$ cat src/rtl/imm_ext_pkg.sv
// Shared definitions for the immediate-extension path: mode encoding,
// default widths and the extension function used by the pipe and the decoder.
package imm_ext_pkg;

  typedef enum logic [1:0] {
    MODE_SIGN   = 2'b00,
    MODE_ZERO   = 2'b01,
    MODE_UPPER  = 2'b10,
    MODE_BRANCH = 2'b11
  } imm_mode_t;

  localparam int IMM_IN_W  = 16;
  localparam int IMM_OUT_W = 32;
  localparam int IMM_SHAMT = 2;
  localparam int IMM_TAG_W = 5;
  // Widest output the generic extender supports.
  localparam int IMM_MAX_W = 64;

  // Width-generic extender: imm holds an in_w-bit immediate in its low bits,
  // the result occupies the low out_w bits. Call with constant widths so the
  // loop collapses to pure wiring.
  function automatic logic [IMM_MAX_W-1:0] imm_extend_w(
    input logic [IMM_MAX_W-1:0] imm,
    input imm_mode_t            mode,
    input int                   in_w,
    input int                   out_w,
    input int                   shamt
  );
    logic [IMM_MAX_W-1:0] r;
    logic                 sgn;
    r   = '0;
    sgn = imm[in_w-1];
    for (int i = 0; i < IMM_MAX_W; i++) begin
      case (mode)
        MODE_SIGN:   if (i < out_w) r[i] = (i < in_w) ? imm[i] : sgn;
        MODE_ZERO:   if (i < in_w) r[i] = imm[i];
        MODE_UPPER:  if (i >= out_w - in_w && i < out_w) r[i] = imm[i-(out_w-in_w)];
        MODE_BRANCH: if (i >= shamt && i < out_w) r[i] = (i - shamt < in_w) ? imm[i-shamt] : sgn;
        default:     ;
      endcase
    end
    return r;
  endfunction

  // Extension at the default decoder widths.
  function automatic logic [IMM_OUT_W-1:0] imm_extend(
    input logic [IMM_IN_W-1:0] imm,
    input imm_mode_t           mode
  );
    return IMM_OUT_W'(imm_extend_w(IMM_MAX_W'(imm), mode, IMM_IN_W, IMM_OUT_W, IMM_SHAMT));
  endfunction

endpackage

$ cat src/rtl/imm_extend_pipe_if.sv
// Handshake bundle between decode (master) and the extension pipe (slave),
// carrying both the request side and the response side.
interface imm_extend_pipe_if
  import imm_ext_pkg::*;
#(
  parameter int IN_W  = IMM_IN_W,
  parameter int OUT_W = IMM_OUT_W,
  parameter int TAG_W = IMM_TAG_W
);
  logic             in_valid;
  logic             in_ready;
  logic [IN_W-1:0]  in_imm;
  imm_mode_t        in_mode;
  logic [TAG_W-1:0] in_tag;
  logic             out_valid;
  logic             out_ready;
  logic [OUT_W-1:0] out_data;
  logic [TAG_W-1:0] out_tag;

  modport master (
    output in_valid, in_imm, in_mode, in_tag, out_ready,
    input  in_ready, out_valid, out_data, out_tag
  );

  modport slave (
    input  in_valid, in_imm, in_mode, in_tag, out_ready,
    output in_ready, out_valid, out_data, out_tag
  );
endinterface

$ cat src/rtl/imm_ext_skid.sv
// Two-entry registered pipeline stage: main output register M plus skid
// register S. in_ready comes straight from a flop so no combinational path
// runs from downstream ready back to upstream.
module imm_ext_skid #(
  parameter int WIDTH = 37
) (
  input  logic             clk,
  input  logic             rst,
  input  logic             i_valid,
  output logic             o_ready,
  input  logic [WIDTH-1:0] i_data,
  output logic             o_valid,
  input  logic             i_ready,
  output logic [WIDTH-1:0] o_data
);
  logic             r_m_valid;
  logic             r_s_valid;
  logic [WIDTH-1:0] r_m_data;
  logic [WIDTH-1:0] r_s_data;
  logic             w_acc;
  logic             w_drn;

  assign w_acc = i_valid & ~r_s_valid;
  assign w_drn = r_m_valid & i_ready;

  // M/S update: S always refills M first so ordering stays FIFO.
  always_ff @(posedge clk or posedge rst) begin
    if (rst) begin
      r_m_valid <= 1'b0;
      r_s_valid <= 1'b0;
      // NOTE: the payload registers are reset too because out_data must read 0 while rst is high.
      r_m_data  <= '0;
      r_s_data  <= '0;
    end else begin
      // NOTE: non-blocking assignments so every register sees pre-edge values of the others.
      if (!r_m_valid || w_drn) begin
        if (r_s_valid) begin
          r_m_valid <= 1'b1;
          r_m_data  <= r_s_data;
          r_s_valid <= w_acc;
          if (w_acc) r_s_data <= i_data;
        end else begin
          r_m_valid <= w_acc;
          if (w_acc) r_m_data <= i_data;
        end
      end else if (w_acc) begin
        r_s_valid <= 1'b1;
        r_s_data  <= i_data;
      end
    end
  end

  assign o_ready = ~r_s_valid;
  assign o_valid = r_m_valid;
  assign o_data  = r_m_data;

  a_ready_is_skid_empty: assert property (@(posedge clk) disable iff (rst)
    o_ready == !r_s_valid);
  a_stable_under_stall: assert property (@(posedge clk) disable iff (rst)
    (r_m_valid && !i_ready) |=> (r_m_valid && $stable(r_m_data)));
  a_occupancy_max_two: assert property (@(posedge clk) disable iff (rst)
    r_s_valid |-> r_m_valid);
endmodule

$ cat src/rtl/imm_extend_pipe.sv
// Pipelined immediate extender: extension is combinational on the request
// side, then tag and result travel together through the skid stage.
module imm_extend_pipe
  import imm_ext_pkg::*;
#(
  parameter int IN_W  = IMM_IN_W,
  parameter int OUT_W = IMM_OUT_W,
  parameter int SHAMT = IMM_SHAMT,
  parameter int TAG_W = IMM_TAG_W
) (
  input  logic               clk,
  input  logic               rst,
  imm_extend_pipe_if.slave   bus
);
  if (IN_W < 1 || IN_W >= OUT_W) begin : g_bad_in_w
    $error("imm_extend_pipe: IN_W must satisfy 1 <= IN_W < OUT_W");
  end
  if (SHAMT < 0 || SHAMT >= OUT_W) begin : g_bad_shamt
    $error("imm_extend_pipe: SHAMT must satisfy 0 <= SHAMT < OUT_W");
  end
  if (OUT_W > IMM_MAX_W) begin : g_bad_out_w
    $error("imm_extend_pipe: OUT_W exceeds the generic extender width");
  end

  logic [OUT_W-1:0]       w_ext;
  logic [OUT_W+TAG_W-1:0] w_pack_out;

  assign w_ext = OUT_W'(imm_extend_w(IMM_MAX_W'(bus.in_imm), bus.in_mode, IN_W, OUT_W, SHAMT));

  imm_ext_skid #(
    .WIDTH (OUT_W + TAG_W)
  ) u_skid (
    .clk     (clk),
    .rst     (rst),
    .i_valid (bus.in_valid),
    .o_ready (bus.in_ready),
    .i_data  ({bus.in_tag, w_ext}),
    .o_valid (bus.out_valid),
    .i_ready (bus.out_ready),
    .o_data  (w_pack_out)
  );

  assign bus.out_data = w_pack_out[OUT_W-1:0];
  assign bus.out_tag  = w_pack_out[OUT_W +: TAG_W];
endmodule

$ cat src/flat_wrapper.sv
// flat-port wrapper written by rule: the top's interface ports become plain ports
module imm_extend_pipe_flat import imm_ext_pkg::*;
#(
  parameter int IN_W  = IMM_IN_W,
  parameter int OUT_W = IMM_OUT_W,
  parameter int SHAMT = IMM_SHAMT,
  parameter int TAG_W = IMM_TAG_W
)
  (clk, rst, bus_in_valid, bus_in_imm, bus_in_mode, bus_in_tag, bus_out_ready, bus_in_ready, bus_out_valid, bus_out_data, bus_out_tag);
  imm_extend_pipe_if #(.IN_W(IN_W), .OUT_W(OUT_W), .TAG_W(TAG_W)) bus_i ();
  input  logic clk;
  input  logic rst;
  input wire logic [$bits(bus_i.in_valid)-1:0] bus_in_valid;
  input wire logic [$bits(bus_i.in_imm)-1:0] bus_in_imm;
  input wire logic [$bits(bus_i.in_mode)-1:0] bus_in_mode;
  input wire logic [$bits(bus_i.in_tag)-1:0] bus_in_tag;
  input wire logic [$bits(bus_i.out_ready)-1:0] bus_out_ready;
  output wire logic [$bits(bus_i.in_ready)-1:0] bus_in_ready;
  output wire logic [$bits(bus_i.out_valid)-1:0] bus_out_valid;
  output wire logic [$bits(bus_i.out_data)-1:0] bus_out_data;
  output wire logic [$bits(bus_i.out_tag)-1:0] bus_out_tag;
  assign bus_i.in_valid = bus_in_valid;
  assign bus_i.in_imm = bus_in_imm;
  assign bus_i.in_mode = bus_in_mode;
  assign bus_i.in_tag = bus_in_tag;
  assign bus_i.out_ready = bus_out_ready;
  assign bus_in_ready = bus_i.in_ready;
  assign bus_out_valid = bus_i.out_valid;
  assign bus_out_data = bus_i.out_data;
  assign bus_out_tag = bus_i.out_tag;
  imm_extend_pipe #(.IN_W(IN_W), .OUT_W(OUT_W), .SHAMT(SHAMT), .TAG_W(TAG_W)) u_core (.clk(clk), .rst(rst), .bus(bus_i));
endmodule
$ cat config.mk
export PLATFORM = sky130hd
export DESIGN_NAME = imm_extend_pipe_flat
export DESIGN_NICKNAME = d
export VERILOG_FILES = /design/src/rtl/imm_ext_pkg.sv /design/src/rtl/imm_extend_pipe_if.sv /design/src/rtl/imm_ext_skid.sv /design/src/rtl/imm_extend_pipe.sv /design/src/flat_wrapper.sv
export SDC_FILE = /design/constraint.sdc
export NUM_CORES = 1
export LEC_CHECK = 0
export ABC_AREA = 0
export BUFFER_PORTS_ARGS = -buffer_cell sky130_fd_sc_hd__buf_4
export CORE_MARGIN = 2
export CORE_UTILIZATION = 50
export CTS_BUF_LIST = sky130_fd_sc_hd__clkbuf_4 sky130_fd_sc_hd__clkbuf_8 sky130_fd_sc_hd__clkbuf_16
export DETAILED_ROUTE_END_ITERATION = 10
export GPL_TIMING_DRIVEN = 0
export PLACE_DENSITY = 0.75
export SLEW_MARGIN = 25
export SYNTH_ARGS = -nofsm -noshare
export SYNTH_HDL_FRONTEND = slang
export SYNTH_SLANG_ARGS = --single-unit
$ cat constraint.sdc
create_clock -name clk -period 2.2 [get_ports clk]
set_input_delay 0.11 -clock clk [delete_from_list [all_inputs] [get_ports clk]]
set_output_delay 0.11 -clock clk [all_outputs]
set_load 0.05 [all_outputs]
Yosys cells after proc, flatten, opt, wreduce, memory -nomap -nowiden
Index checks and enable logic that the tools add are counted.
Widths: inputs -> output; s select.
{"block": "totals", "n_memories": 0, "mem_bits_rw": 0, "elab_cells": 61, "register_bits": 76, "latchBits": 0, "mem_bits_ro": 0}
{"block": "op_classes", "n_div": 0, "n_lt_le_gt_ge": 0, "multipliers": 0, "add_sub_neg": 0, "mux": 41, "n_bitwise": 3, "eq_ne": 4, "n_reduce_logical": 9, "n_shift": 0}
{"operator": "$mux 37", "n": 5}
{"operator": "$pmux 1 s2", "n": 28}
{"operator": "$mux 1", "n": 7}
{"operator": "$eq 2x2->1 const B", "n": 2}
{"operator": "$reduce_bool 2->1", "n": 2}
{"operator": "$reduce_or 2->1", "n": 2}
{"operator": "$pmux 1 s3", "n": 1}
{"operator": "$reduce_or 3->1", "n": 1}
{"operator": "$and 1x1->1", "n": 2}
{"operator": "$eq 2x1->1 const B", "n": 1}
{"operator": "$logic_not 2->1", "n": 1}
{"operator": "$ne 2x2->1 const B", "n": 1}
{"operator": "$reduce_and 2->1", "n": 1}
{"operator": "$logic_not 1->1", "n": 1}
{"operator": "$logic_or 1x1->1", "n": 1}
{"operator": "$not 1->1", "n": 1}

Longest topological paths before layout
{"block": "depth", "ltp_word": 6, "depth_mapped": 8}

Modules after synthesis
From an unflattened synthesis, not the netlist that was laid out.
{"block": "unflattened", "hier_cells": 298, "hier_area_um2": 3960.0}
{"mod": "imm_ext_skid", "seq_area_each_um2": 1901.8, "cells_per_inst": 207, "area_per_inst_um2": 3470.8, "n_inst": 1}
{"mod": "imm_extend_pipe", "seq_area_each_um2": 0.0, "cells_per_inst": 91, "area_per_inst_um2": 489.2, "n_inst": 1}

Least setup slack after synthesis
OpenSTA, ideal clock, no wires.
{"block": "synth_path", "kind": "input port to flip-flop", "start": "in bus_in_mode[1]", "end": "reg u_core.u_skid.r_m_data[17], in the netlist u_core.u_skid.o_data[17]", "slack_ns": 0.697, "cell_stages": 8, "n_path_buf": 3, "t_arrival_ns": 1.421, "cell_sequence": "clkbuf_1 inv_1 ha_1 nand2b_1 buf_6 buf_6 a211o_1 a31oi_1"}
{"block": "synth_between", "elab_chain_len": 5}
{"item": "start, declared", "line": "flat_wrapper.sv:15", "source": "input wire logic [$bits(bus_i.in_mode)-1:0] bus_in_mode;"}
{"item": "$eq 2x2->1 / $logic_not 2->1 (equally long branches)", "line": "imm_ext_pkg.sv:34", "source": "case (mode)"}
{"item": "$reduce_or 2->1 (no source line)"}
{"item": "$pmux 1 s2 (*)", "line": "imm_ext_pkg.sv:34"}
{"item": "$mux 37 (*)", "line": "imm_ext_skid.sv:44", "source": "if (w_acc) r_m_data <= i_data;"}
{"item": "$mux 37 (*)", "line": "imm_ext_skid.sv:37", "source": "if (r_s_valid) begin"}
{"item": "end signal, assigned", "line": "imm_ext_skid.sv:39", "source": "r_m_data <= r_s_data;"}
{"item": "end signal, assigned", "line": "imm_ext_skid.sv:44"}
{"item": "end, declared", "line": "imm_ext_skid.sv:18", "source": "logic [WIDTH-1:0] r_m_data;"}
Mark *: on every way between the ends. The rest lies on a longest branch, timed or not. The select of a mux whose other input is x is not followed.
A chain may end at the register's enable or synchronous reset.

Worst setup path after layout
Ends and elaborated chain as after synthesis.

==> impl_results.md <==
- Slew HR: roughly three fifths
- Largest net degree at the start of global routing: 55
- CTS Buffer Depth: 2
- CP Capture Type: flop
- Ant. Diodes: 0
- Prevailing post-synth register cell: dfrtp_1
- First-pass GRT wire length: 15,730 um
- Most frequent cells in the layout: dfrtp_1, buf_4, nand2_1
- Layout area overhead: 23.96%
- Worst-Margin Slew: 584.6 ps
- Row count: 31
- Fin util: around 64%
- Avg Inst Size Synth: 9.715 sq um
- Critical Path Source Type: input port
- Worst path cell trace: buf_4 > clkbuf_1 > inv_1 > ha_1 > nand2b_1 > buf_6 > buf_6 > a211o_1 > a31oi_1
- Vias per cell: ~5.7
- Antenna-violating nets left: 0
- Clk slew on worst S/H paths: 80 ps
- Final Hold Vio Count: 0
- Worst skew pair latency: 360 ps
- Num CTS Buffers: 9
- CTS root buf: clkbuf_8
- Initial antenna violation count: 0
- Post-route worst setup slack: around 620 ps
- Crit path DAT: 1860 ps
- Library cells used by synthesis: 30
- Number of synthesized flops with an enable pin: 0
- Total Die Area: 0.008208 sq mm
- Commonest non-fill, non-tap cell in the layout: dfrtp_1
- DP HPWL: 6872 um
- Drt initial violations: 134
- P_sw: between 0.0015 and 0.002 W
- Die W: 90.60 um
- Tot Pwr: around 0.0042 W
- Register area share after synthesis: between 50% and 60%
- Mapped Area: 0.003750 sq mm
- Initial core utilization: 51.70%
- Total negative slack: 0 ps
- I/O pin cnt: 66
- # DRC: 0
- 1st-pass router iterations: 5
- CP max stage cell: clkbuf_1
- WL/cell: 16.42 um
- Comb pwr share: 32.1%
- GRT Util Overall: 24.36%
- Synthesis-stage register bit count: 76
- Hold Path Depth: 3
- Period utilization: a little under three quarters
- Crit-path max cell delay: 300 ps
- Placement Setup Slack: 282.8 ps
- Total congestion overflow: 0
- Share of layout cells above drive strength 1: 23.42%
- Critical path class: input port to flop
- Routed wire length: 9406 um
- Level count of the clock H-tree: 3
- Die height: 90.60 um
- Final layout net count: approximately 500
- Fmax: 0.6328 GHz
- Flop pwr share: around 43%
- CP max FO: 10
- Leak: between 2 and 2.5 nW
- Count of buffers from port buffering: 65
- Peak VDD IR: 0.4458 mV
- PostCTS Resize Cnt: 0
- Clk pwr share: roughly 25%
- Final worst path period need: 1580 ps
- P_int: 0.002648 W
- PwrDens: 906.7 mW/mm^2
- Net Count, Synth: approximately 420
- Max Slew Vio Count: 0
- Vias in the first global route: 3,094
- GP Congestion: 0.9005
- R2R cell count: 4
- Max-cap violations: 0
- Switching Share: a little under two fifths
- Core footprint: 0.007253 sq mm
- Cell mode on critical path: buf_6
- CTS Sinks: 76
- Async SR Flop Fraction: 100.0%
- # setup viols final: 0
- YS warnings: 0
- Mapped Cells: 386
- CTS tree: built
- Vias: about 3,300
- Clk_skew: about 9.0 ps
- HP Class: input port to flop
- CP required: 2470 ps
- RSZ-0062 raised after global routing: false
- Run status: complete, no violations
critical path: cells and delay by family:
kind	cells	cell delay, ps
buf+inv	5	860
fa+ha+maj	1	290
compound gates	2	440
simple gates	1	160
power by group through the flow:
stage	clock network (W)	logic (W)	registers [W]
6_report	0.00106	0.00135	0.00180
4_1_cts	0.00109	0.00136	0.00180
2_1_floorplan	0	0.000465	0.00227
3_5_place_dp	0	0.00135	0.00182
3_3_place_gp	0	0.00132	0.00181
5_1_grt	0.00115	0.00144	0.00183
metal layers:
layer | global-route usage [%] | part of all wire, % | up-vias
met5 | 0 | 0 | -
met4 | 7.564 | 1.6 | 0
met3 | 4.591 | 5.2 | 17
met2 | 38.06 | 46 | 99
met1 | 34.66 | 47 | 1616
li1 | - | - | 1541
synthesized netlist by cell type, drive strengths merged (3+ instances only):
| master | instances | area share, % |
|---|---|---|
| nand3 | 15 | 2.0 |
| ha | 5 | 1.7 |
| dfrtp | 76 | 51 |
| nand2b | 19 | 3.2 |
| nor2 | 3 | 0.43 |
| nand2 | 65 | 6.5 |
| o211ai | 14 | 2.8 |
| a211oi | 14 | 2.8 |
| o21ai | 34 | 4.5 |
| clkbuf | 11 | 1.1 |
| a21oi | 25 | 3.3 |
| inv | 4 | 0.40 |
| mux2 | 8 | 2.4 |
| buf | 25 | 4.1 |
| a21o | 28 | 5.6 |
| a211o | 14 | 3.3 |
| mux2i | 5 | 1.3 |
| a31oi | 15 | 2.5 |
cell families after synthesis:
| logic type | share of synthesized area, % |
|---|---|
| AOI/OAI and AO/OA | 25.33 |
| adders and majority gates | 1.668 |
| buffers and inverters | 5.605 |
| DFF | 50.72 |
| muxes | 3.737 |
| and+or+nand+nor | 12.95 |
metrics by stage:
stage / area (sq um) / cells / hold slack (ps)
floorplan: 3750 / 386 / 241.7
global placement: 4362 / 550 / 335.3
detailed placement: 4392 / 551 / 104.5
CTS: 4648 / 573 / 57.72
global route: 4648 / 573 / 91.42
finish: 4648 / 573 / 72.28
final timing paths:
check	start	to	slack, ps
setup / recovery	bus_in_mode[1]	u_core.u_skid.o_data[17]	620
hold / removal	bus_in_imm[0]	u_core.u_skid.r_s_data[0]	70
setup reg to reg	u_core.u_skid.o_valid	u_core.u_skid.o_data[17]	690
hold reg to reg	u_core.u_skid.r_s_data[28]	u_core.u_skid.r_s_data[28]	480
max in group asynchronous	rst	u_core.u_skid.r_s_data[20]	1360
min in group asynchronous	rst	u_core.u_skid.o_data[9]	290
sequential cells by signal, summed over array words and instances, names as in the netlist:
signal,flops
u_core.u_skid.o_data,37
u_core.u_skid.r_s_data,37
u_core.u_skid.o_valid,1
u_core.u_skid.r_s_valid,1
final cells by class:
class	instances	area, sq um
buffer	36	195.2
clock buffer	10	131.4
clock inverter	6	65.06
fill	639	2605
inverter	4	17.52
multi-input combinational	270	1638
sequential	76	1902
tap	99	123.9
timing repair buffer	72	575.6
repair_timing:
| item | in CTS | in global routing |
|---|---|---|
| endpoints found under the hold margin | 27 | 0 |
| hold buffers | 6 | 0 |
| buffers inserted | 0 | 0 |
| endpoints found under the setup margin | 0 | 0 |
Note: power is estimated with default switching activity, not from simulation.
